`src/rtl/uart_rx_recorder.sv`:
```
// Records a received UART byte stream into a DEPTH x 8 RAM until a terminator byte or a full buffer.
// Optional running checksum is built only when UART_RX_RECORDER_CHECKSUM_EN is defined.
module uart_rx_recorder #(
  parameter int unsigned DEPTH      = 512,
  parameter logic [7:0]  TERMINATOR = 8'h00
) (
  input  logic       clk,
  input  logic       rst,
  input  logic       i_valid,
  input  logic [7:0] i_data,
  input  logic       i_clear,
  input  logic [8:0] i_raddr,
  output logic [7:0] o_rdata,
  output logic [9:0] o_count,
  output logic       o_busy,
  output logic       o_done,
  output logic       o_full,
  output logic [7:0] o_checksum
);

  localparam int unsigned AW       = $clog2(DEPTH);
  localparam logic [9:0]  DepthCnt = 10'(DEPTH);

  typedef enum logic [1:0] {StIdle, StRecord, StDone} state_e;

  state_e     state_q, state_d;
  logic [9:0] count_q, count_d;
  logic       we;

  logic [7:0] mem [DEPTH] = '{default: 8'h00};

  always_comb begin
    state_d = state_q;
    count_d = count_q;
    we      = 1'b0;
    // Clear beats a coincident strobe; DONE ignores strobes.
    if (i_clear) begin
      state_d = StIdle;
      count_d = '0;
    end else if (i_valid && (state_q != StDone)) begin
      we      = 1'b1;
      count_d = count_q + 10'd1;
      if ((i_data == TERMINATOR) || (count_d == DepthCnt)) begin
        state_d = StDone;
      end else begin
        state_d = StRecord;
      end
    end
  end

  always_ff @(posedge clk) begin
    if (rst) begin
      state_q <= StIdle;
      count_q <= '0;
      o_busy  <= 1'b0;
      o_done  <= 1'b0;
      o_full  <= 1'b0;
    end else begin
      state_q <= state_d;
      count_q <= count_d;
      o_busy  <= (state_d == StRecord);
      o_done  <= (state_d == StDone);
      o_full  <= (count_d == DepthCnt);
    end
  end

  assign o_count = count_q;

  always_ff @(posedge clk) begin
    if (we) begin
      mem[count_q[AW-1:0]] <= i_data;
    end
  end

  // Non-blocking read of the pre-write contents gives read-before-write.
  always_ff @(posedge clk) begin
    if (rst) begin
      o_rdata <= 8'h00;
    end else begin
      o_rdata <= mem[i_raddr[AW-1:0]];
    end
  end

`ifdef UART_RX_RECORDER_CHECKSUM_EN
  logic [7:0] checksum_q;

  always_ff @(posedge clk) begin
    if (rst || i_clear) begin
      checksum_q <= 8'h00;
    end else if (we) begin
      checksum_q <= checksum_q + i_data;
    end
  end

  assign o_checksum = checksum_q;
`else
  assign o_checksum = 8'h00;
`endif

endmodule

```
`config.mk`:
```
export PLATFORM = sky130hd
export DESIGN_NAME = uart_rx_recorder
export DESIGN_NICKNAME = d
export VERILOG_FILES = /design/src/rtl/uart_rx_recorder.sv
export SDC_FILE = /design/constraint.sdc
export NUM_CORES = 2
export LEC_CHECK = 0
export CORE_ASPECT_RATIO = 1.4
export CORE_MARGIN = 2
export CORE_UTILIZATION = 50
export CTS_BUF_LIST = sky130_fd_sc_hd__clkbuf_8
export CTS_CLUSTER_DIAMETER = 80
export DETAILED_ROUTE_END_ITERATION = 6
export GPL_TIMING_DRIVEN = 0
export PLACE_DENSITY = 0.62
export SYNTH_ARGS = -nofsm -noshare
export SYNTH_HDL_FRONTEND = slang
export SYNTH_SLANG_ARGS = --single-unit
```
`constraint.sdc`:
```
create_clock -name clk -period 3.85 [get_ports clk]
set_input_delay 0.77 -clock clk [delete_from_list [all_inputs] [get_ports clk]]
set_output_delay 0.77 -clock clk [all_outputs]
set_load 0.02 [all_outputs]
```
* Yosys cells after proc, flatten, opt, wreduce, memory -nomap -nowiden
Memories as Yosys holds them, arrays and structs flattened. A register that Yosys moved wholly into a read port is not among the register bits.
Index checks and enable logic that the tools add are counted.
** Word-level totals
- Memories :: 1
- Memory bits (writable) :: 4096
- Register bits :: 15
- Word-level logic and storage cells :: 24
- Output and inout port bits :: 29
- Input bits :: 21
** Memories
- mem :: words 512, width 8, rd ports 1, clocked after memory_dff 1, write ports 1, RTL line 30 : logic [7:0] mem [DEPTH] = '{default: 8'h00};
** Operators by class
- Reductions and logical operators :: 3
- Multiplexer cells :: 9
- Equal/unequal tests :: 5
- Add/sub/neg operators :: 1
** Operators with widths (count)
- == test 10 bit, second input constant :: 2
- two-way mux 10 bit :: 2
- adder 10 x 1 -> 10 bit, second input constant :: 1
- logical NOT 8 bit :: 1
- two-way mux 2 bit :: 3
- two-way mux 1 bit :: 4
- == test 2 x 1 -> 1 bit, second input constant :: 1
- == test 2 bit, second input constant :: 1
- inequality test 2 bit, second input constant :: 1
- logical AND 1 bit :: 1
- logical OR 1 bit :: 1

* Logic depth before layout (Yosys ltp)
- Word-level depth :: 7
- Gate-level depth with buffers :: 17
- Mapped depth without buffers :: 8

* Least setup slack after synthesis
Ideal clock, no wire load.
- Kind :: input to register
- Start point :: input i_raddr[1]
- End point :: register o_rdata[0] (read register of mem)
- Setup time :: 133 ps
- Data required time :: 3717 ps
- Arrival time :: 3241 ps
- Path buffers :: 5
- Setup slack :: 476 ps
- Stages on the path :: 12
- Cell sequence :: buf_4 -> buf_4 -> buf_6 -> buf_4 -> clkbuf_1 -> mux4_2 -> mux4_2 -> mux2i_1 -> nor2_1 -> o311a_1 -> nor2_2 -> o221ai_2
** RTL lines
- from (decl) :: RTL line 12 : input logic [8:0] i_raddr,
- to (decl) :: RTL line 13 : output logic [7:0] o_rdata,

==> summary.md <==
| Metric | Value |
|---|---|
| Maximum vdd drop | 0.000264 V |
| Root buffer cell | clkbuf_8 |
| Clock skew | roughly 97 ps |
| DR iter-0 viols | about 14,000 |
| Fill count | between 20,000 and 25,000 |
| Area growth syn-to-layout | 13.1% |
| Status | finished, violations left |
| Total gr overflow | 0 |
| Final setup fails | 66 |
| Fmax | around 230 MHz |
| Least-Margin Pin Slew | between 1000 and 1500 ps |
| Worst Path Required | just under 5000 ps |
| CORE AREA | 320,000 sq um |
| CP Capture Type | register |
| RSZ-0062 raised after global routing | yes |
| Worst setup path class | input port to register |
| GPL Wtd Cong | 1.02 |
| MaxCap Viol Count | 0 |
| Share of the synthesized area in the top cell type | around three quarters |
| Area leader, netlist | edfxtp_1 |
| Share of cells above drive strength 1 | ~27% |
| Global-route wire length before repair | about 800 mm |
| Number of core rows | roughly 250 |
| Most used flip-flop cell after synthesis | edfxtp_1 |
| Die H | roughly 680 microns |
| Length of the first detailed-routing pass in iterations | 7 |
| Sequential share of the synthesized area | between 70% and 80% |
| Avg Vias per Cell | 6.86 |
| Syn Area/Cell | 20.7 sq um |
| Multi-input gate area | ~36,000 sq um |
| Num ports | 50 |
| CP Launch Type | input port |
| CTS tree | yes |
| Power per Cell Area | 488 nW/um^2 |
| Data arrival time of the critical path | roughly 5300 ps |
| IO Port Bufs | 35 |
| Seq. cell area | ~120,000 sq um |
| Post-synthesis instance total | a little under 8,000 |
| Htree depth | 6 |
| WHS | a little under 80 ps |
| Via count | between 90,000 and 100k |
| Ys async rst share | 0% |
| Tcrit/Tclk final | 111% |
| Violated checks | design-rule violations, negative setup slack |
| Clk_lat worst skew | around 1200 ps |
| Synth Warn # | 0 |
| Synth Register Bits | 4,119 |
| Initial antenna violation count | 62 |
| CTS max path bufs | 4 |
| Routed wire length | ~620 mm |
| Post-DP HPWL | approximately 430 mm |
| Final min period | 4290 ps |
| Max FO, Critical Path | 11 |
| Largest net degree at the start of global routing | 170 |
| Die X | ~480 microns |
| Synthesized area | ~160,000 sq um |
| Post-synth EDFFs | between 4,000 and 5,000 |
| Register clock-pin slew on the reported worst setup and hold paths | 70 ps |
| Final number of max-transition violations | 0 |
| GR Util All Layers | between 30% and 40% |
| Hold Vio Cnt, Final | 0 |
| Vias in the first global route | 88,500 |
| Die area | between 300,000 and 400,000 sq um |
| Placement Cell Area | around 170,000 sq um |
| Post-route ant nets | 0 |
| Slew headroom | less than 1% |
| Fin worst setup slack | -438 ps |
| Final net count | around 8,500 |
| # DRC | 1 |
| Design area | between 150,000 and 200,000 sq um |
| Non-Filler Instances | 13,300 |
| Placed cells | between 10,000 and 15,000 |
| Most common cell after layout, fill and taps aside | edfxtp_1 |
| Routed wire per std cell | about 47 microns |
| Synth top area cells | edfxtp_1, mux4_2, mux2i_1, nor2_1, o221ai_1 |
| TritonCTS Buffers | between 600 and 700 |
| Lkg Pwr | 58.0 nW |
| Initial Util | between 50% and 60% |
| CTS Sinks | around 4,100 |
| Most frequent cells in the layout | edfxtp_1, mux4_2, clkbuf_8, mux2i_1, nor2_1 |
| Count of cell types in the netlist | 75 |
| Hold Path Class | input port to register |
==> path summary, 6_finish.rpt <==
path | start | end | cells past startpoint | slack (ps)
worst max-delay path | i_raddr[4] | o_rdata[6] | 10 | -440
worst max register to register | o_count[7] | mem[234][4] | 6 | -120
worst min-delay path | i_data[3] | mem[94][3] | 1 | 80
worst min register to register | state_q[0] | state_q[0] | 2 | 510
==> registers in the layout, indices dropped and copies added (netlist names) <==
name	flops
mem	4096
o_count	10
o_done	1
o_rdata	8
state_q	2
o_busy	1
o_full	1
==> area by class of cell <==
type	instances	area share, %
antenna	59	0.0811
buffer	496	2.29
clock buffer	641	4.85
clock inverter	434	1.13
inverter	9	0.0199
multi-input combinational	3153	19.6
sequential	4119	67.8
tap	4216	2.90
timing repair buffer	126	1.32
==> critical path, cell delays in order <==
cell	delay, ps
buf_2	270
clkbuf_2	460
buf_2	660
clkbuf_4	530
clkbuf_4	620
nand3_1	590
o311a_1	470
nor3_2	400
nor2_1	90
o211ai_1	380
==> kinds of logic (layout without fill, tap and decap cells) <==
family | count (synthesis) | count (layout) | share of synthesized area [%]
AND/OR/NAND/NOR | 1064 | 1064 | 2.81
other | 1 | 67 | 0.00233
buffers and inverters | 508 | 1706 | 2.07
adder cells (fa/ha/maj) | 4 | 4 | 0.0311
AO/OA/AOI/OAI | 709 | 709 | 3.06
XOR/XNOR | 12 | 12 | 0.0653
multiplexers | 1356 | 1356 | 15.2
flip-flops | 4119 | 4119 | 76.7
==> where the power goes <==
| group | internal (W) | switching (W) |
|---|---|---|
| clock network | 0.0160 | 0.0173 |
| registers | 0.0493 | 0.00000884 |
| logic | 0.00177 | 0.00446 |
==> synthesized netlist by cell type, drive strengths merged, types with 6 or more instances <==
cell type,n
and3,17
buf,298
nor2,618
o22ai,85
clkbuf,201
nand3,50
nand3b,6
o311a,8
inv,8
a221oi,44
a21oi,141
o221ai,138
nor3,63
mux2i,470
mux2,20
or4,6
a22oi,68
nor4,21
o21ai,105
nand4,13
mux4,866
nand2b,7
a31o,6
nor2b,20
or2,6
xor2,8
o211a,7
or3,9
a211oi,22
dfxtp,23
a31oi,28
nand2,206
edfxtp,4096
==> what timing repair did <==
item / 4_1_cts / 5_1_grt
gates resized for setup: 464 / 287
setup buffers: 5 / 6
hold endpoints to repair: 3 / 0
pin swaps: 2 / 8
hold buffers: 1 / 0
setup endpoints to repair: 1277 / 2295
==> routing by layer <==
metal	GRT usage (%)	wire length, microns	vias up
li1	-	-	34000
met1	42.5	195000	47600
met2	59.2	290000	7176
met3	10.1	67400	2117
met4	36.1	70800	24
met5	0	161	-
==> stage by stage <==
stage	utilization [%]	TNS [ps]	power (W)	worst slack (ps)
after detailed placement	52.6	-2236540	0.0560	-4120
after global routing	56.8	-574	0.0905	-225
after global placement	52.0	-	0.0569	-14170
final	56.8	-4630	0.0888	-438
after floorplan	-	0	0.0527	476
after CTS	56.5	-8540	0.0885	-287
Note: power is estimated with default switching activity, not from simulation.
